==> src/rtl/wb_arb_pkg.sv <==
// Writeback arbiter shared package.
// Core-default widths, the slot entry type and the round-robin step.
package wb_arb_pkg;

   localparam int INST_ID_BITS = 6;
   localparam int PRN_BITS     = 6;
   localparam int MAX_OPERANDS = 3;
   localparam int FU_COUNT     = 4;
   localparam int DATA_BITS    = 64;

   typedef struct packed {
      logic                                   valid;
      logic [INST_ID_BITS-1:0]                inst_id;
      logic [MAX_OPERANDS-1:0]                prn_valid;
      logic [MAX_OPERANDS-1:0][PRN_BITS-1:0]  prn;
      logic [MAX_OPERANDS-1:0][DATA_BITS-1:0] data;
   } wb_entry_t;

   function automatic int unsigned rr_next(
      input int unsigned ptr,
      input int unsigned fu_count
   );
      return (ptr + 32'd1 >= fu_count) ? 32'd0 : ptr + 32'd1;
   endfunction

endpackage

==> src/rtl/wb_arb_if.sv <==
// Writeback arbiter bus: FU result handshake in, PRF/ROB/wakeup out.
// slave = arbiter view, master = FU/consumer view.
interface wb_arb_if #(
   parameter int INST_ID_BITS = wb_arb_pkg::INST_ID_BITS,
   parameter int PRN_BITS     = wb_arb_pkg::PRN_BITS,
   parameter int MAX_OPERANDS = wb_arb_pkg::MAX_OPERANDS,
   parameter int FU_COUNT     = wb_arb_pkg::FU_COUNT,
   parameter int DATA_BITS    = wb_arb_pkg::DATA_BITS
);
   import wb_arb_pkg::*;

   localparam int SRC_BITS = $clog2(FU_COUNT);

   logic [FU_COUNT-1:0]     fu_valid;
   logic [FU_COUNT-1:0]     fu_ready;
   logic [INST_ID_BITS-1:0] fu_inst_id   [FU_COUNT];
   logic [MAX_OPERANDS-1:0] fu_prn_valid [FU_COUNT];
   logic [PRN_BITS-1:0]     fu_prn       [FU_COUNT][MAX_OPERANDS];
   logic [DATA_BITS-1:0]    fu_data      [FU_COUNT][MAX_OPERANDS];

   logic [MAX_OPERANDS-1:0] prf_write_enable;
   logic [PRN_BITS-1:0]     prf_write_prn [MAX_OPERANDS];
   logic [DATA_BITS-1:0]    prf_write     [MAX_OPERANDS];
   logic [MAX_OPERANDS-1:0] set_prn_ready;
   logic [PRN_BITS-1:0]     set_prn       [MAX_OPERANDS];
   logic                    wb_valid;
   logic [INST_ID_BITS-1:0] wb_inst_id;
   logic [SRC_BITS-1:0]     wb_src;

   modport slave (
      input  fu_valid, fu_inst_id, fu_prn_valid, fu_prn, fu_data,
      output fu_ready,
      output prf_write_enable, prf_write_prn, prf_write,
      output set_prn_ready, set_prn,
      output wb_valid, wb_inst_id, wb_src
   );

   modport master (
      output fu_valid, fu_inst_id, fu_prn_valid, fu_prn, fu_data,
      input  fu_ready,
      input  prf_write_enable, prf_write_prn, prf_write,
      input  set_prn_ready, set_prn,
      input  wb_valid, wb_inst_id, wb_src
   );

endinterface

==> src/rtl/wb_arbiter_rr.sv <==
// Combinational round-robin picker: first request at or after
// i_ptr, wrapping modulo N. One-hot grant plus its index.
module rr_arbiter #(
   parameter int N        = 4,
   parameter int IDX_BITS = 2
) (
   input  logic [N-1:0]        i_req,
   input  logic [IDX_BITS-1:0] i_ptr,
   output logic [N-1:0]        o_grant,
   output logic [IDX_BITS-1:0] o_idx,
   output logic                o_any
);

   logic [IDX_BITS:0] w_pos;

   // Walk the requests from the pointer; the first hit wins
   always_comb begin
      o_grant = '0;
      o_idx   = '0;
      o_any   = 1'b0;
      w_pos   = '0;
      for (int off = 0; off < N; off++) begin
         w_pos = {1'b0, i_ptr} + (IDX_BITS+1)'(off);
         if (w_pos >= (IDX_BITS+1)'(N))
            w_pos = w_pos - (IDX_BITS+1)'(N);
         if (!o_any && i_req[w_pos[IDX_BITS-1:0]]) begin
            o_any                         = 1'b1;
            o_grant[w_pos[IDX_BITS-1:0]] = 1'b1;
            o_idx                         = w_pos[IDX_BITS-1:0];
         end
      end
   end

endmodule

==> src/rtl/wb_arbiter.sv <==
// Writeback arbiter: one holding slot per FU, round-robin drain
// into registered PRF/ROB/wakeup outputs. Macro: WB_ARB_BYPASS_EN.
module wb_arbiter #(
   parameter int INST_ID_BITS = 6,
   parameter int PRN_BITS     = 6,
   parameter int MAX_OPERANDS = 3,
   parameter int FU_COUNT     = 4,
   parameter int DATA_BITS    = 64
) (
   input logic       clk,
   input logic       rst,
   wb_arb_if.slave   bus
);
   import wb_arb_pkg::*;

   localparam int SRC_BITS = $clog2(FU_COUNT);

   // Same layout as wb_entry_t, sized by this instance
   typedef struct packed {
      logic                                   valid;
      logic [INST_ID_BITS-1:0]                inst_id;
      logic [MAX_OPERANDS-1:0]                prn_valid;
      logic [MAX_OPERANDS-1:0][PRN_BITS-1:0]  prn;
      logic [MAX_OPERANDS-1:0][DATA_BITS-1:0] data;
   } slot_t;

   slot_t               r_slot [FU_COUNT];
   slot_t               r_wb;
   logic [SRC_BITS-1:0] r_wb_src;
   logic [SRC_BITS-1:0] r_ptr;

   slot_t               w_in   [FU_COUNT];
   slot_t               w_cand [FU_COUNT];
   logic [FU_COUNT-1:0] w_req;
   logic [FU_COUNT-1:0] w_grant;
   logic [FU_COUNT-1:0] w_ready;
   logic [FU_COUNT-1:0] w_load;
   logic [SRC_BITS-1:0] w_idx;
   logic                w_any;

   // Pack each FU's presented result into slot form
   always_comb begin
      for (int i = 0; i < FU_COUNT; i++) begin
         w_in[i].valid     = bus.fu_valid[i];
         w_in[i].inst_id   = bus.fu_inst_id[i];
         w_in[i].prn_valid = bus.fu_prn_valid[i];
         for (int k = 0; k < MAX_OPERANDS; k++) begin
            w_in[i].prn[k]  = bus.fu_prn[i][k];
            w_in[i].data[k] = bus.fu_data[i][k];
         end
      end
   end

   // Requesters: held slots, plus idle FUs when bypass is built in
   always_comb begin
      for (int i = 0; i < FU_COUNT; i++) begin
`ifdef WB_ARB_BYPASS_EN
         w_cand[i] = r_slot[i].valid ? r_slot[i] : w_in[i];
         w_req[i]  = r_slot[i].valid | bus.fu_valid[i];
`else
         w_cand[i] = r_slot[i];
         w_req[i]  = r_slot[i].valid;
`endif
      end
   end

   rr_arbiter #(
      .N        (FU_COUNT),
      .IDX_BITS (SRC_BITS)
   ) u_rr (
      .i_req   (w_req),
      .i_ptr   (r_ptr),
      .o_grant (w_grant),
      .o_idx   (w_idx),
      .o_any   (w_any)
   );

   // Ready when empty or draining; a bypassed win skips the slot
   always_comb begin
      for (int i = 0; i < FU_COUNT; i++) begin
         w_ready[i] = !r_slot[i].valid || w_grant[i];
         w_load[i]  = bus.fu_valid[i] && w_ready[i]
                      && !(w_grant[i] && !r_slot[i].valid);
      end
   end

   assign bus.fu_ready = w_ready;

   // Slot capture and release; a refill beats the release
   always_ff @(posedge clk) begin
      for (int i = 0; i < FU_COUNT; i++) begin
         if (!rst)
            r_slot[i] <= '0;
         else if (w_load[i])
            r_slot[i] <= w_in[i];
         else if (w_grant[i])
            r_slot[i].valid <= 1'b0;
      end
   end

   // Winner goes to the writeback registers; pointer moves past it
   always_ff @(posedge clk) begin
      if (!rst) begin
         r_wb     <= '0;
         r_wb_src <= '0;
         r_ptr    <= '0;
      end else if (w_any) begin
         r_wb     <= w_cand[w_idx];
         r_wb_src <= w_idx;
         r_ptr    <= SRC_BITS'(rr_next(32'(w_idx), FU_COUNT));
      end else begin
         r_wb.valid <= 1'b0;
      end
   end

   // Registered writeback fans out to PRF write and wakeup ports
   always_comb begin
      bus.wb_valid         = r_wb.valid;
      bus.wb_inst_id       = r_wb.inst_id;
      bus.wb_src           = r_wb_src;
      bus.prf_write_enable = {MAX_OPERANDS{r_wb.valid}} & r_wb.prn_valid;
      bus.set_prn_ready    = {MAX_OPERANDS{r_wb.valid}} & r_wb.prn_valid;
      for (int k = 0; k < MAX_OPERANDS; k++) begin
         bus.prf_write_prn[k] = r_wb.prn[k];
         bus.set_prn[k]       = r_wb.prn[k];
         bus.prf_write[k]     = r_wb.data[k];
      end
   end

endmodule

==> src/flat_wrapper.sv <==
// flat-port wrapper written by rule: the top's interface ports become plain ports
module wb_arbiter_flat import wb_arb_pkg::*;
#(
   parameter int INST_ID_BITS = 6,
   parameter int PRN_BITS     = 6,
   parameter int MAX_OPERANDS = 3,
   parameter int FU_COUNT     = 4,
   parameter int DATA_BITS    = 64
)
  (clk, rst, bus_fu_valid, bus_fu_inst_id, bus_fu_prn_valid, bus_fu_prn, bus_fu_data, bus_fu_ready, bus_prf_write_enable, bus_prf_write_prn, bus_prf_write, bus_set_prn_ready, bus_set_prn, bus_wb_valid, bus_wb_inst_id, bus_wb_src);
  wb_arb_if #(.INST_ID_BITS(INST_ID_BITS), .PRN_BITS(PRN_BITS), .MAX_OPERANDS(MAX_OPERANDS), .FU_COUNT(FU_COUNT), .DATA_BITS(DATA_BITS)) bus_i ();
  input logic clk;
  input logic rst;
  input wire logic [$bits(bus_i.fu_valid)-1:0] bus_fu_valid;
  input wire logic [$bits(bus_i.fu_inst_id)-1:0] bus_fu_inst_id;
  input wire logic [$bits(bus_i.fu_prn_valid)-1:0] bus_fu_prn_valid;
  input wire logic [$bits(bus_i.fu_prn)-1:0] bus_fu_prn;
  input wire logic [$bits(bus_i.fu_data)-1:0] bus_fu_data;
  output wire logic [$bits(bus_i.fu_ready)-1:0] bus_fu_ready;
  output wire logic [$bits(bus_i.prf_write_enable)-1:0] bus_prf_write_enable;
  output wire logic [$bits(bus_i.prf_write_prn)-1:0] bus_prf_write_prn;
  output wire logic [$bits(bus_i.prf_write)-1:0] bus_prf_write;
  output wire logic [$bits(bus_i.set_prn_ready)-1:0] bus_set_prn_ready;
  output wire logic [$bits(bus_i.set_prn)-1:0] bus_set_prn;
  output wire logic [$bits(bus_i.wb_valid)-1:0] bus_wb_valid;
  output wire logic [$bits(bus_i.wb_inst_id)-1:0] bus_wb_inst_id;
  output wire logic [$bits(bus_i.wb_src)-1:0] bus_wb_src;
  assign bus_i.fu_valid = bus_fu_valid;
  assign bus_i.fu_inst_id = {>>{bus_fu_inst_id}};
  assign bus_i.fu_prn_valid = {>>{bus_fu_prn_valid}};
  assign bus_i.fu_prn = {>>{bus_fu_prn}};
  assign bus_i.fu_data = {>>{bus_fu_data}};
  assign bus_fu_ready = bus_i.fu_ready;
  assign bus_prf_write_enable = bus_i.prf_write_enable;
  assign bus_prf_write_prn = {>>{bus_i.prf_write_prn}};
  assign bus_prf_write = {>>{bus_i.prf_write}};
  assign bus_set_prn_ready = bus_i.set_prn_ready;
  assign bus_set_prn = {>>{bus_i.set_prn}};
  assign bus_wb_valid = bus_i.wb_valid;
  assign bus_wb_inst_id = bus_i.wb_inst_id;
  assign bus_wb_src = bus_i.wb_src;
  wb_arbiter #(.INST_ID_BITS(INST_ID_BITS), .PRN_BITS(PRN_BITS), .MAX_OPERANDS(MAX_OPERANDS), .FU_COUNT(FU_COUNT), .DATA_BITS(DATA_BITS)) u_core (.clk(clk), .rst(rst), .bus(bus_i));
endmodule
==> config.mk <==
export PLATFORM = sky130hd
export DESIGN_NAME = wb_arbiter_flat
export DESIGN_NICKNAME = d
export VERILOG_FILES = /design/src/rtl/wb_arb_pkg.sv /design/src/rtl/wb_arb_if.sv /design/src/rtl/wb_arbiter_rr.sv /design/src/rtl/wb_arbiter.sv /design/src/flat_wrapper.sv
export SDC_FILE = /design/constraint.sdc
export NUM_CORES = 2
export LEC_CHECK = 0
export CORE_AREA = 5 5 435 437
export CTS_CLUSTER_DIAMETER = 120
export DETAILED_ROUTE_END_ITERATION = 12
export DIE_AREA = 0 0 440 442
export GPL_ROUTABILITY_DRIVEN = 1
export SYNTH_ARGS = -nofsm -noshare
export SYNTH_HDL_FRONTEND = slang
export SYNTH_HIERARCHICAL = 1
export SYNTH_SLANG_ARGS = --single-unit
==> constraint.sdc <==
create_clock -name clk -period 7.6 [get_ports clk]
set_input_delay 1.52 -clock clk [delete_from_list [all_inputs] [get_ports clk]]
set_output_delay 1.52 -clock clk [all_outputs]
set_load 0.02 [all_outputs]
# --- Word level (Yosys, flattened, before mapping) ---
# Memory sizes are Yosys's and may differ from the RTL's.
# Cells that the tools add are included.
# Widths: inputs -> output; s select.
classes:
  add_sub_neg: 8
  n_mul: 0
  div: 0
  magnitude_cmp: 14
  eq_ne: 0
  n_shift: 0
  n_mux: 73
  bitwise: 13
  n_reduce_logical: 35
op_table:
  columns: ["op", "n"]
  rows:
  - ["$mux 220", 6]
  - ["$bmux 220 s2", 1]
  - ["$mux 1", 45]
  - ["$logic_and 1x1->1", 19]
  - ["$mux 2", 9]
  - ["$mux 4", 4]
  - ["$ge 3x3->1 const B", 5]
  - ["$lt 2x3->1 const B", 4]
  - ["$or 4x4->4", 3]
  - ["$logic_not 1->1", 11]
  - ["$bmux 1 s2", 4]
  - ["$demux 1 s2", 4]
  - ["$ge 2x1->1 const B", 4]
  - ["$or 1x1->1", 8]
  - ["$sub 2x1->2 const B", 4]
  - ["$add 2x1->3 const B", 2]
  - ["$add 2x2->3 const B", 2]
  - ["$logic_or 1x1->1", 4]
  - ["$and 3x3->3", 1]
  - ["$ge 2x3->1 const B", 1]
  - ["$not 2->3", 1]
  - ["$reduce_and 2->1", 1]
totals:
  register_bits: 224
  latchBits: 0
  ram_bits: 880
  mem_bits_ro: 0
  in_bits: 882
  wordCells: 155
  memories: 1
mem_list:
  columns: ["name", "depth", "width", "read_ports", "rd_clocked_by_memory_dff", "wr", "line", "source"]
  rows:
  - ["u_core.r_slot", 4, 220, 4, 0, 4, "wb_arbiter.sv:27", "slot_t r_slot [FU_COUNT];"]

# --- Depth between registers and ports, before layout ---
logic_depth:
  ltp_word: 22
  mapped_depth: 14

# --- Cells and area by module ---
# Netlist, hierarchy kept.
modules_own_cells:
  columns: ["mod", "instances", "cells_each", "area_per_inst_um2"]
  rows:
  - ["wb_arbiter", 1, 3113, 47335.4]
  - ["rr_arbiter", 1, 45, 419.2]

# --- Worst setup path after synthesis ---
# Ideal clock, no wire load.
synth_path:
  path_type: "register to register"
  from: "register u_core.r_ptr[0]"
  to: "memory u_core/r_slot[0][0] (netlist name), enable pin"
  setup_time_ps: 1718
  arrival_time_ps: 5653
  t_required_ps: 5882
  setup_slack_ps: 229
  path_stages_with_launch: 12
  path_buffers: 2
  path_cell_list: "dfxtp_1 > buf_6 > inv_1 > ha_1 > mux4_2 > buf_6 > nor4b_4 > a22oi_1 > o21ai_0 > xnor2_1 > nand2_1 > nand2_1"
synth_rtl:
  columns: ["item", "line", "source"]
  rows:
  - ["from (decl)", "wb_arbiter.sv:30", "logic [SRC_BITS-1:0] r_ptr;"]
  - ["from (signal assigned)", "wb_arbiter.sv:110", "r_ptr <= SRC_BITS'(rr_next(32'(w_idx), FU_COUNT));"]
  - ["to (decl)", "wb_arbiter.sv:27", null]

# --- Final worst setup path ---
layout_path:
  from: "register u_core.r_ptr[0]"
  to: "output port bus_fu_ready[2]"
layout_between:
  elab_chain_cells: 15
  word_cells_on_any_way: 60
  cone_classes: "add/sub (7); order compare (12); mux (27); bitwise (3); reduce/logical (11)"
layout_lines:
  columns: ["item", "line", "source"]
  rows:
  - ["parallel branches: the longest is 13 deep, another holds $add 2x1->3", null, null]
  - ["$mux 4 (*)", "wb_arbiter_rr.sv:26", "if (!o_any && i_req[w_pos[IDX_BITS-1:0]]) begin"]
  - ["net u_core.w_grant[2]", "wb_arbiter.sv:35", "logic [FU_COUNT-1:0] w_grant;"]
  - ["$logic_or 1x1->1 (*)", "wb_arbiter.sv:81", "w_ready[i] = !r_slot[i].valid || w_grant[i];"]
  - ["to (decl)", "flat_wrapper.sv:19", "output wire logic [$bits(bus_i.fu_ready)-1:0] bus_fu_ready;"]
# Mark *: on every way through the listed nets, which the timed path passes. The select of a mux whose other input is x is not followed.

==> out/metrics.csv <==
stage;metric;value;unit
timing;clk_skew;38.83;ps
run_status;status;completed;
timing;period utilisation layout;0.7368;
logic_synthesis;Post-Syn Instances;3158;
min_path;Hold WC Path Type;reg2reg;
detailed_routing;DR vias;29183;
logic_synthesis;cell area after synthesis;0.04775;sq mm
clock_tree;clk sinks;1104;
timing;Worst-Margin Slew;1187;ps
timing;max-slew violations;0;
timing;unrepaired setup endpoints after global routing;false;
global_route;GRT Util Overall;0.1782;
detailed_routing;routed length per instance;26.88;um
global_route;largest net degree at the start of global routing;133;
run;maxcap violations;0;
global_route;vias in the first global route;30851;
die;num rows;158;
timing;Rel. slew slack;0.2038;
die;core area;0.1846;sq mm
critical_path;capturing element type of the critical path;output pin;
finish;Nets;4907;
timing;final setup vio count;0;
critical_path;worst endpoint required time;6080;ps
finish;commonest non-fill, non-tap cell in the layout;clkdlybuf4s50_1;
die;# IOs;1129;
finish;area grow syn2layout;34.75;%
die;die area;0.1945;sq mm
detailed_routing;drt pass-1 iters;5;
logic_synthesis;Synth Area per Inst;15.12;sq um
detailed_routing;antenna-violating nets left;0;
detailed_routing;Post-Route WL;178700;um
logic_synthesis;Yosys warnings;6;
pwr;PwrDens;461.0;mW/mm^2
place;Final GP Congestion;0.9072;
clock_tree;number of gates resized after cts;0;
timing;maximum clock rate;0.1786;GHz
clock_tree;hold buffers post-CTS;0;
critical_path;Crit path arrival time;4080;ps
pwr;leakage;24.31;nW
logic_synthesis;post-synth cell types;34;
finish;Filler Cell Count;17914;
die;Initial Util;0.2586;
clock_tree;H-Tree Depth;4;
global_route;gr ovfl total;0;
critical_path;startpoint types;flip-flop;
die;DIE WIDTH;440;um
logic_synthesis;number of synthesized register bits;1104;
place;I/O Buffers;1128;
place;dpl cell area;0.05995;sq mm
critical_path;top fanout value on the critical path;14;
clock_tree;CTS root buffer;clkbuf_16;
clock_tree;Clock Latency Late Sink;800;ps
critical_path;WS Path Type;reg2out;
clock_tree;Num CTS Buffers;130;
finish;layout cells sized above 1;0.1141;
detailed_routing;vias per inst;4.390;
logic_synthesis;syn nets;4046;
finish;most frequent cells in the layout;clkdlybuf4s50_1, edfxtp_1, and2_1;
finish;Post-Layout Inst Area;0.06435;sq mm
pwr;Peak supply drop;0.5609;mV
clock_tree;CTS tree;yes;
clock_tree;CTS Buffer Depth;3;
clock_tree;Post CTS Setup Buffer Count;0;
logic_synthesis;post-synthesis sequential area ratio;0.6473;
timing;setup TNS;0;ps
detailed_routing;DRC violation total after the first TritonRoute iteration;2335;
global_route;initial antenna violation count;46;
place;post-detail-place hpwl;125800;um
timing;Period minus WS final;5599;ps
die;Die Y;442;um
timing;endpoints failing hold;0;
global_route;first-pass GRT wire length;244000;um
detailed_routing;DRC;0;
clock_tree;Clock transition at path regs;60;ps
## state kept, by name, indices dropped and copies added, names as in the netlist
name,count
u_core/r_ptr,2
u_core/bus.wb_valid,1
u_core/r_wb,3
u_core/bus.prf_write_prn,18
u_core/bus.wb_src,2
u_core/bus.wb_inst_id,6
u_core/bus.prf_write,192
u_core/r_slot,880
## synth_stat cells
library cell	n	area, sq um
inv_1	4	15.01
o211ai_1	1	7.510
edfxtp_1	880	26430
mux2_2	2	22.52
and2b_2	1	8.760
nor2b_1	1	6.260
buf_1	5	18.77
nor4_1	1	6.260
a32o_1	1	10.01
o311ai_0	1	8.760
nand2b_1	5	31.28
nand2_1	10	37.54
clkbuf_1	119	446.7
nor4b_4	1	23.77
nor3_1	1	5.000
buf_6	21	236.5
buf_4	237	1779
a211oi_1	2	15.01
mux4_1	2	52.55
nor2_1	226	848.3
mux4_2	221	4977
buf_2	54	270.3
o31ai_1	1	7.510
inv_2	1	3.750
and3_1	4	25.02
xnor2_1	4	35.03
nand3b_1	4	30.03
o21ai_0	5	25.02
a22oi_1	8	60.06
and2_1	879	5499
mux2i_1	225	2252
a21oi_1	1	5.000
ha_1	6	75.07
dfxtp_1	224	4484
## through the flow
step / utilization / setup slack [ps] / instances / power, W / hold slack, ps
3_3_place_gp: 0.3247 / 2824 / 6367 / 0.02355 / 470.5
5_1_grt: 0.3484 / 1772 / 6641 / 0.03123 / 522.4
6_report: 0.3485 / 2001 / 6648 / 0.02966 / 490.2
3_5_place_dp: 0.3247 / 2868 / 6367 / 0.02376 / 480.4
4_1_cts: 0.3480 / 1957 / 6607 / 0.03014 / 496.0
2_1_floorplan: - / 229.3 / 3158 / 0.01978 / 451.5
## critical path, stage by stage, from the launching register on
cell,delay (ps)
dfxtp_1,730
inv_1,150
ha_1,400
mux4_2,440
and2b_2,320
a22oi_1,100
o21ai_0,340
nand2b_1,160
clkdlybuf4s50_1,660
## power by group
group          switching (W)  internal, W
clock network        0.00265      0.00363
registers           0.000981      0.00948
logic                0.00697      0.00595
## per-layer routing
| metal | track usage | share of wire | vias up |
|---|---|---|---|
| met5 | 0 | 0.000073 | - |
| met4 | 0.06754 | 0.033 | 2 |
| met3 | 0.04707 | 0.074 | 260 |
| met2 | 0.3090 | 0.51 | 1188 |
| met1 | 0.2110 | 0.38 | 14902 |
| li1 | - | - | 12831 |
## kinds of logic (layout without fill, tap and decap cells)
family / count (synthesis) / after routing / share of synthesized area
buf+inv: 441 / 1410 / 0.05801
mux: 450 / 450 / 0.1530
other cells: 0 / 41 / 0
compound gates: 20 / 20 / 0.002908
fa+ha+maj: 6 / 6 / 0.001572
simple gates: 1133 / 1133 / 0.1366
xor+xnor: 4 / 4 / 0.0007335
flops: 1104 / 1104 / 0.6473
## path summary, 6_finish.rpt
path	from	depth (start not counted)	end	slack (ps)
setup / recovery	u_core/r_ptr[0]	8	bus_fu_ready[2]	2000
setup reg to reg	u_core/r_ptr[0]	10	u_core/r_slot[2][88]	2970
hold reg to reg	u_core/bus.prf_write[5]	2	u_core/bus.prf_write[5]	490
hold / removal	u_core/bus.prf_write[5]	2	u_core/bus.prf_write[5]	490
## area by class of cell
type,count,area [sq um],share of cell area
sequential,1104,30910,0.4803
multi-input combinational,1613,14160,0.2200
timing repair buffer,1165,11760,0.1827
clock buffer,182,3680,0.05718
tap,2480,3103,0.04822
clock inverter,58,615.6,0.009566
antenna,41,102.6,0.001594
inverter,5,26.28,0.0004083
Note: power is estimated with default switching activity, not from simulation.
